===== src/rtl/mimo_zf_ctrl_pkg.sv =====
// Shared constants and types for the 2x2 MIMO zero-forcing controller.
package mimo_pkg;
  localparam int DATA_W = 16;
  localparam int NFFT   = 64;
  localparam int CNT_W  = $clog2(NFFT);

  typedef enum logic [1:0] {
    NOCOEF = 2'd0,
    READY  = 2'd1,
    STREAM = 2'd2,
    DRAIN  = 2'd3
  } zf_state_e;

  // H_inv element addresses; also the bank slot order, H00 in the MSBs of zf_h.
  localparam logic [1:0] H00 = 2'd0;
  localparam logic [1:0] H01 = 2'd1;
  localparam logic [1:0] H10 = 2'd2;
  localparam logic [1:0] H11 = 2'd3;
endpackage


===== src/rtl/mimo_zf_ctrl_coef_bank.sv =====
// Double-buffered H_inv store: shadow bank takes writes, active bank feeds the datapath.
module zf_coef_bank
  import mimo_pkg::*;
(
  input  logic                    clk,
  input  logic                    rst_n,
  input  logic                    wr_en_i,
  input  logic [1:0]              wr_addr_i,
  input  logic [2*DATA_W-1:0]     wr_data_i,
  input  logic                    commit_i,
  input  logic                    can_swap_i,
  output logic [0:3][2*DATA_W-1:0] active_o,
  output logic                    wr_err_o
);
  logic [0:3][2*DATA_W-1:0] shadow_q, shadow_d, active_q, active_d;
  logic                     pend_q, pend_d, err_q;
  logic                     wr_ok, commit_ok;

  // While a commit is pending the shadow is frozen, so writes and commits are refused.
  assign wr_ok     = wr_en_i & ~pend_q;
  assign commit_ok = commit_i & ~pend_q;

  always_comb begin
    shadow_d = shadow_q;
    active_d = active_q;
    pend_d   = pend_q;
    if (wr_ok) shadow_d[wr_addr_i] = wr_data_i;
    // shadow_d already holds a same-cycle write, so a commit includes it.
    if (can_swap_i && (commit_ok || pend_q)) begin
      active_d = shadow_d;
      pend_d   = 1'b0;
    end else if (commit_ok) begin
      pend_d   = 1'b1;
    end
  end

  always_ff @(posedge clk or negedge rst_n) begin
    if (!rst_n) begin
      shadow_q <= '0;
      active_q <= '0;
      pend_q   <= 1'b0;
      err_q    <= 1'b0;
    end else begin
      shadow_q <= shadow_d;
      active_q <= active_d;
      pend_q   <= pend_d;
      err_q    <= (wr_en_i | commit_i) & pend_q;
    end
  end

  assign active_o = active_q;
  assign wr_err_o = err_q;
endmodule


===== src/rtl/mimo_zf_ctrl.sv =====
// Frame sequencer for mimo_zf_2x2: beat forwarding, subcarrier indexing and bank swap timing.
module mimo_zf_ctrl
  import mimo_pkg::*;
(
  input  logic                  clk,
  input  logic                  rst_n,
  input  logic                  h_wr_en,
  input  logic [1:0]            h_wr_addr,
  input  logic [2*DATA_W-1:0]   h_wr_data,
  input  logic                  h_commit,
  output logic                  h_wr_err,
  input  logic                  s_valid,
  output logic                  s_ready,
  input  logic [4*DATA_W-1:0]   s_data,
  output logic                  zf_in_valid,
  output logic [4*DATA_W-1:0]   zf_y,
  output logic [8*DATA_W-1:0]   zf_h,
  input  logic                  zf_out_valid,
  output logic [CNT_W-1:0]      sc_idx,
  output logic                  frame_done,
  output logic                  busy
);
  zf_state_e               state_q, state_d;
  logic [CNT_W-1:0]        in_cnt_q, in_cnt_d;
  logic [CNT_W:0]          out_cnt_q, out_cnt_d;
  logic                    vld_q;
  logic [4*DATA_W-1:0]     y_q;
  logic [CNT_W-1:0]        idx_q;
  logic                    accept, can_swap;
  logic [0:3][2*DATA_W-1:0] h_act;

  assign s_ready    = (state_q == READY) || (state_q == STREAM);
  assign busy       = (state_q == STREAM) || (state_q == DRAIN);
  assign accept     = s_valid && s_ready;
  assign frame_done = (state_q == DRAIN) && (out_cnt_q == (CNT_W+1)'(NFFT));
  // The frame_done cycle is the boundary: swapping there lands before the next beat.
  assign can_swap   = ~busy | frame_done;

  always_comb begin
    state_d   = state_q;
    in_cnt_d  = in_cnt_q;
    out_cnt_d = out_cnt_q;
    if (busy && zf_out_valid) out_cnt_d = out_cnt_q + 1'b1;
    case (state_q)
      NOCOEF: if (h_commit) state_d = READY;
      READY: begin
        if (accept) begin
          state_d  = STREAM;
          in_cnt_d = CNT_W'(1);
        end
      end
      STREAM: begin
        if (accept) begin
          in_cnt_d = in_cnt_q + 1'b1;
          if (in_cnt_q == CNT_W'(NFFT-1)) state_d = DRAIN;
        end
      end
      DRAIN: begin
        if (frame_done) begin
          state_d   = READY;
          in_cnt_d  = '0;
          out_cnt_d = '0;
        end
      end
      default: state_d = NOCOEF;
    endcase
  end

  always_ff @(posedge clk or negedge rst_n) begin
    if (!rst_n) begin
      state_q   <= NOCOEF;
      in_cnt_q  <= '0;
      out_cnt_q <= '0;
      vld_q     <= 1'b0;
      y_q       <= '0;
      idx_q     <= '0;
    end else begin
      state_q   <= state_d;
      in_cnt_q  <= in_cnt_d;
      out_cnt_q <= out_cnt_d;
      vld_q     <= accept;
      if (accept) begin
        y_q   <= s_data;
        idx_q <= in_cnt_q;
      end
    end
  end

  zf_coef_bank u_bank (
    .clk        (clk),
    .rst_n      (rst_n),
    .wr_en_i    (h_wr_en),
    .wr_addr_i  (h_wr_addr),
    .wr_data_i  (h_wr_data),
    .commit_i   (h_commit),
    .can_swap_i (can_swap),
    .active_o   (h_act),
    .wr_err_o   (h_wr_err)
  );

  assign zf_in_valid = vld_q;
  assign zf_y        = y_q;
  assign sc_idx      = idx_q;
  assign zf_h        = h_act;
endmodule


===== config.mk =====
export PLATFORM = sky130hd
export DESIGN_NAME = mimo_zf_ctrl
export DESIGN_NICKNAME = d
export VERILOG_FILES = /design/src/rtl/mimo_zf_ctrl_pkg.sv /design/src/rtl/mimo_zf_ctrl_coef_bank.sv /design/src/rtl/mimo_zf_ctrl.sv
export SDC_FILE = /design/constraint.sdc
export NUM_CORES = 1
export LEC_CHECK = 0
export BUFFER_PORTS_ARGS = -buffer_cell sky130_fd_sc_hd__clkbuf_2
export CORE_MARGIN = 8
export CORE_UTILIZATION = 54
export DETAILED_ROUTE_END_ITERATION = 10
export GPL_TIMING_DRIVEN = 0
export PLACE_DENSITY = 0.82
export SYNTH_ARGS = -nofsm -noshare
export SYNTH_HDL_FRONTEND = slang
export SYNTH_HIERARCHICAL = 1
export SYNTH_SLANG_ARGS = --single-unit
export TNS_END_PERCENT = 10

===== constraint.sdc =====
create_clock -name clk -period 2.9 [get_ports clk]
set_input_delay 0.58 -clock clk [delete_from_list [all_inputs] [get_ports clk]]
set_output_delay 0.58 -clock clk [all_outputs]
set_load 0.03 [all_outputs]

==> metrics.txt, run 1 <==
top cell family by delay on the critical path=simple AND/OR/NAND/NOR gates; clk sink count=344; Max Clk Rate=0.393 GHz; DRT Pass-1 Iters=4; DR vias=7,741; maxcap violations=0; Synth Area in Simple Gates=0.0185; Worst Tran Pin Value=0.601 ns; CTS H-Tree Depth=2; nets=1,253; Core Rows=57; setup violators final=0; Critical Path AT=1.97 ns; Clock transition at path regs=0.06 ns; post-route ant nets=0; Port Buffers=306; final wirelength=30,900 microns; CP Buf/Inv Count=1; total nets after synthesis=905; vias in the first global route=8,597; synthesized area per cell=17.0 sq um; FF+latch area=8610 sq um; Crit path required time=2.32 ns; CTS Root Buffer Type=clkbuf_16; first-pass GRT wire length=49,400 microns; adder-cell area share of the yosys netlist=0.00839; met3 Use GR=0.0566; met2 Usage GRT=0.354; Tot GR Track Use=0.205; CP cell instances=nor4_4, nand3_1, nor2_1, clkbuf_2; Cell Pwr Density=1360 nW/um^2; busiest grt layer=met2; setup tns final=0 ns; Die Width=174 microns; Final Core Density=0.684; crit path time final=2.55 ns; most frequent cells in the layout=dfrtp_1, clkbuf_2, mux2_2; Placed Instances=1,425; Final GP Congestion=0.767; critical path class=register to output port; Worst setup SP type=register; wire per inst=20.8 microns; post-synthesis compound-gate area fraction=0.0118; Post-Syn Area=13,400 sq um; Mapped Cells=792; CP endpoint kind=output port; largest area contributor in the netlist=dfrtp_1; Worst path max stage delay=0.43 ns; Synth Area in XOR/XNOR=0.00326; final setup skew=0.00475 ns; CTS tree=built; Max stage delay cell, worst path=dfrtp_1; full die area=30,200 sq um; mux cell area share after synthesis=0.295; post-CTS setup buffers=0; fin cells=1,488; multi-input logic area=4520 sq um; maximum fanout along the worst path=6; worst skew pair latency=0.50 ns; Synth Register Bits=344; drt via density=5.20; placement-stage cell area=15,500 sq um; R2R Setup Slk=0.40 ns; Peak supply drop=0.840 mV; Syn-to-layout area delta=24.2%; PostCTS Resize Cnt=0; Final Cycle Share=0.878; # IOs=307; unrepaired setup endpoints after global routing=no; outcome=finished, final reports clean; post-route cell area=16,700 sq um; share of layout cells above drive strength 1=0.623; DRT iter0 DRCs=317; Hold Slack=0.306 ns; Final Slew Violations=0; register area share after synthesis=0.641; pin count of the biggest net entering global routing=116; total congestion overflow=0; Hold Crit Class=input pin to register; hpwl dp=21,700 microns; antenna violations before repair=0; largest family of logic cells by synthesized area=multiplexers; Starting Density=0.551; Area contributors post-synth=dfrtp_1, mux2_2, mux2_4, ha_1, buf_6; Bufs on Longest Clock Path=3; warnings from Yosys=6; commonest non-fill, non-tap cell in the layout=dfrtp_1; hold buffers post-CTS=1; CTS Buf Count=36; Fillers=1,681; Slew headroom=0.600; Post-route DRC=0; Fin. Hold Viols=0; Leak Pwr=7.99 nW; post-synth cell types=42; top-area cell type share of the netlist area=0.641; core area=24,400 sq um; GR Util met1=0.246; die height=174 microns
stage by stage:
step	power (mW)	setup WS, ns
floorplan	15.2	0.519
global placement	17.9	-5.99
detailed placement	18.2	0.389
CTS	23.0	0.328
global route	23.9	0.169
finish	22.7	0.354
routing by layer:
layer  up-vias  share of wire
met5         -              0
met4         0          0.023
li1       3501              -
met3        50          0.059
met1      3989           0.41
met2       201           0.51
power by group:
part	internal, mW	total (mW)	switching (mW)
Combinational	4.05	9.89	5.84
Sequential	7.12	8.20	1.09
Clock	2.87	4.64	1.77
Total	14.0	22.7	8.69
flip-flops by register name (all words and copies together) (netlist names):
signal           flops
in_cnt_q             6
out_cnt_q            7
sc_idx               6
state_q              2
u_bank/active_o    128
u_bank/pend_q        1
u_bank/shadow_q    128
u_bank/wr_err_o      1
zf_in_valid          1
zf_y                64
kinds of logic after synthesis:
kind of cell	count (synthesis)
AOI/OAI and AO/OA	22
xor gates and xnor gates	5
adders and majority gates	9
buffers and inverters	45
DFF	344
muxes	330
and+or+nand+nor	37
synthesized netlist by cell type (all sizes together):
cell and count:
a2111o 1, a21o 1, a21oi 2, a31oi 2
and3 3, buf 35, clkbuf 1, dfrtp 344
ha 9, inv 9, mux2 329, mux2i 1
nand2 10, nand3 3, nand4b 2, nor2 7
nor2b 2, nor4 3, nor4b 1, nor4bb 2
o21a 2, o21ai 6, o22ai 1, o2bb2ai 1
o31a 1, o31ai 1, o41ai 4, or3 2
or3b 1, or4 1, xnor2 3, xor2 2
worst paths after layout:
path                                startpoint                  end  cells after the start
max                               out_cnt_q[3]           frame_done                      4
min                                 s_data[18]             zf_y[18]                      2
max reg2reg                         state_q[1]             zf_y[59]                      7
min reg2reg                u_bank/shadow_q[59]  u_bank/shadow_q[59]                      1
max in group asynchronous                rst_n  u_bank/active_o[27]                      4
min in group asynchronous                rst_n             zf_y[52]                      2
final cells by class:
type                    count  share of cell area
diodes                      1            0.000150
plain buffers              36              0.0158
clock buffers              55              0.0662
clock inverters             6             0.00630
inverters                   9             0.00203
multi-input cells         403               0.271
flip-flops and latches    344               0.516
well taps                 324              0.0243
repair buffers            310              0.0979
(Power assumes the default switching activity.)
==> run 2: changes to the inputs <==
--- a/config.mk
+++ b/config.mk
@@ -5,9 +5,10 @@
 export SDC_FILE = /design/constraint.sdc
 export NUM_CORES = 1
 export LEC_CHECK = 0
+export ABC_AREA = 1
 export BUFFER_PORTS_ARGS = -buffer_cell sky130_fd_sc_hd__clkbuf_2
 export CORE_MARGIN = 8
-export CORE_UTILIZATION = 54
+export CORE_UTILIZATION = 55
 export DETAILED_ROUTE_END_ITERATION = 10
 export GPL_TIMING_DRIVEN = 0
 export PLACE_DENSITY = 0.82
==> run 2 against run 1 <==
- register-to-register slack worse by 0.04 ns
- sequential share of layout area down 3.4 points
- largest cell class unchanged
- synthesized cell count is 110% higher
- final area rose by 7.0%
- core utilization is 0.061 points lower
- critical path type is now register to register
==> metrics.txt, run 2 <==
antenna violations before repair=0; top cell family by delay on the critical path=buffers and inverters; Core Rows=59; warnings from Yosys=6; Critical R2R Launch=state_q[0]; Port Buffers=306; PostCTS Resize Cnt=0; Crit path required time=3.34 ns; most frequent cells in the layout=nand2_1, dfrtp_1, clkbuf_2; wire per inst=17.0 microns; fraction of registers with async set or reset after synthesis=1.00; Final Slew Violations=0; full die area=32,100 sq um; Post-synth top cells=nand2_1, dfrtp_1, nand3_1; Slew headroom=0.564; total internal power=12.7 mW; pin count of the biggest net entering global routing=110; Psw=10.3 mW; hold buffers post-CTS=0; die height=179 microns; Cell Pwr Density=1290 nW/um^2; Placed Instances=2,343; drt via density=5.19; share of layout cells above drive strength 1=0.216; first-pass GRT wire length=65,400 microns; Worst Tran Pin Value=0.652 ns; Reg power frac=0.352; ANT cells=0; Synth Register Bits=344; maxcap violations=0; top-area cell type share of the netlist area=0.587; Combinational Power Share=0.452; core area=26,100 sq um; Clock transition at path regs=0.06 ns; clk sink count=344; Mapped Cells=1,699; CTS Root Buffer Type=clkbuf_16; hpwl dp=29,300 microns; CTS tree=built; Starting Density=0.561; Final Cycle Share=0.876; worst flop-to-flop path endpoint=u_bank/active_o[54]; # IOs=307; worst skew pair latency=0.51 ns; clock power share=0.195; CP Buf/Inv Count=5; Fillers=2,097; cells on worst reg2reg path=11; Bufs on Longest Clock Path=3; Hold Crit Class=input pin to asynchronous set/reset pin; Leak Pwr=9.95 nW; register area share after synthesis=0.587; outcome=finished, final reports clean; Net Sw Frac=0.448; Final Core Density=0.683; vias in the first global route=12,800; Post-route DRC=0; maximum fanout along the worst path=10; ys flop type=dfrtp_1; crit path time final=2.54 ns; Tot GR Track Use=0.257; Max stage delay cell, worst path=buf_1; nets=2,159; CTS Buf Count=36; Fin. Hold Viols=0; DRT Pass-1 Iters=5; total nets after synthesis=1,812; setup violators final=0; synthesized area per cell=8.63 sq um; top-count cell post-synth=nand2_1; Die Width=179 microns; Worst path max stage delay=0.45 ns; Area contributors post-synth=dfrtp_1, nand2_1, nand3_1, and2_1, inv_1; post-synth cell types=29; largest area contributor in the netlist=dfrtp_1; critical path class=register to register; final wirelength=41,000 microns; final setup skew=0.0130 ns; unrepaired setup endpoints after global routing=no; DRT iter0 DRCs=967; Worst setup SP type=register; Peak supply drop=0.931 mV; post-route ant nets=0; CTS H-Tree Depth=2; CP endpoint kind=register; commonest non-fill, non-tap cell in the layout=nand2_1; Critical Path AT=2.98 ns; post-CTS setup buffers=0; total congestion overflow=0; CP cell instances=inv_1, ha_1, nor2_2, inv_4, nand2_1, o21ai_1, inv_1, buf_2, buf_1, nand3_1, nand2_1; Max Clk Rate=0.394 GHz; DR vias=12,500; fin cells=2,404; number of synthesized flops with an enable pin=0; Final GP Congestion=0.850; Post-Syn Area=14,700 sq um; Hold Slack=0.0856 ns; setup tns final=0 ns; Syn-to-layout area delta=21.8%; R2R Setup Slk=0.36 ns
## run 2: cell types whose count changed after synthesis, moves of 12 or more
cell / delta
and2_1: +128
buf_2: +39
clkbuf_1: +19
inv_1: +178
mux2_2: -261
mux2_4: -65
nand2_1: +610
nand3_1: +259
nand4_1: +12
## run 2: layout make-up
class,count,area [sq um],share of cell area
Buffer,83,393,0.0220
Clock buffer,54,1060,0.0594
Clock inverter,7,90.1,0.00505
Inverter,192,723,0.0405
Multi-Input combinational cell,1080,4940,0.277
Sequential cell,344,8610,0.482
Tap cell,335,419,0.0235
Timing Repair Buffer,309,1620,0.0909
## run 2: kinds of logic after synthesis
logic type      synth area share
compound gates           0.00981
simple gates               0.317
xor+xnor                 0.00179
fa+ha+maj                0.00768
flops                      0.587
buf+inv                   0.0761
## run 2: metrics by stage
stage	worst slack (ns)	power, mW	area (sq um)
after floorplan	1.03	15.1	14700
after global placement	-6.11	18.2	16600
after detailed placement	0.400	18.5	16700
after CTS	0.384	23.1	17900
after global routing	0.159	24.5	17900
final	0.359	23.0	17900
## run 2: power groups by stage
stage / clock (mW) / combinational, mW / sequential (mW)
finish: 4.49 / 10.4 / 8.10
global route: 4.77 / 11.4 / 8.33
CTS: 4.59 / 10.5 / 8.10
detailed placement: 0 / 10.3 / 8.15
global placement: 0 / 10.1 / 8.08
floorplan: 0 / 4.42 / 10.7
## run 2: worst max-delay path by stage
stage	start	to	slack, ns	depth (start not counted)
6_report	state_q[0]	u_bank/active_o[54]	0.36	11
5_1_grt	state_q[0]	u_bank/active_o[54]	0.16	11
4_1_cts	state_q[0]	u_bank/active_o[54]	0.38	11
3_5_place_dp	state_q[0]	u_bank/active_o[54]	0.40	11
3_3_place_gp	rst_n	u_bank/active_o[82]	-6.11	1
2_1_floorplan	state_q[0]	u_bank/active_o[35]	1.03	11
## run 2: layer usage
| layer | track usage | routed length, microns | part of all wire |
|---|---|---|---|
| met2 | 0.434 | 19700 | 0.48 |
| met3 | 0.0621 | 3750 | 0.091 |
| met4 | 0.0875 | 1270 | 0.031 |
| met1 | 0.319 | 16300 | 0.40 |
| met5 | 0 | 0 | 0 |
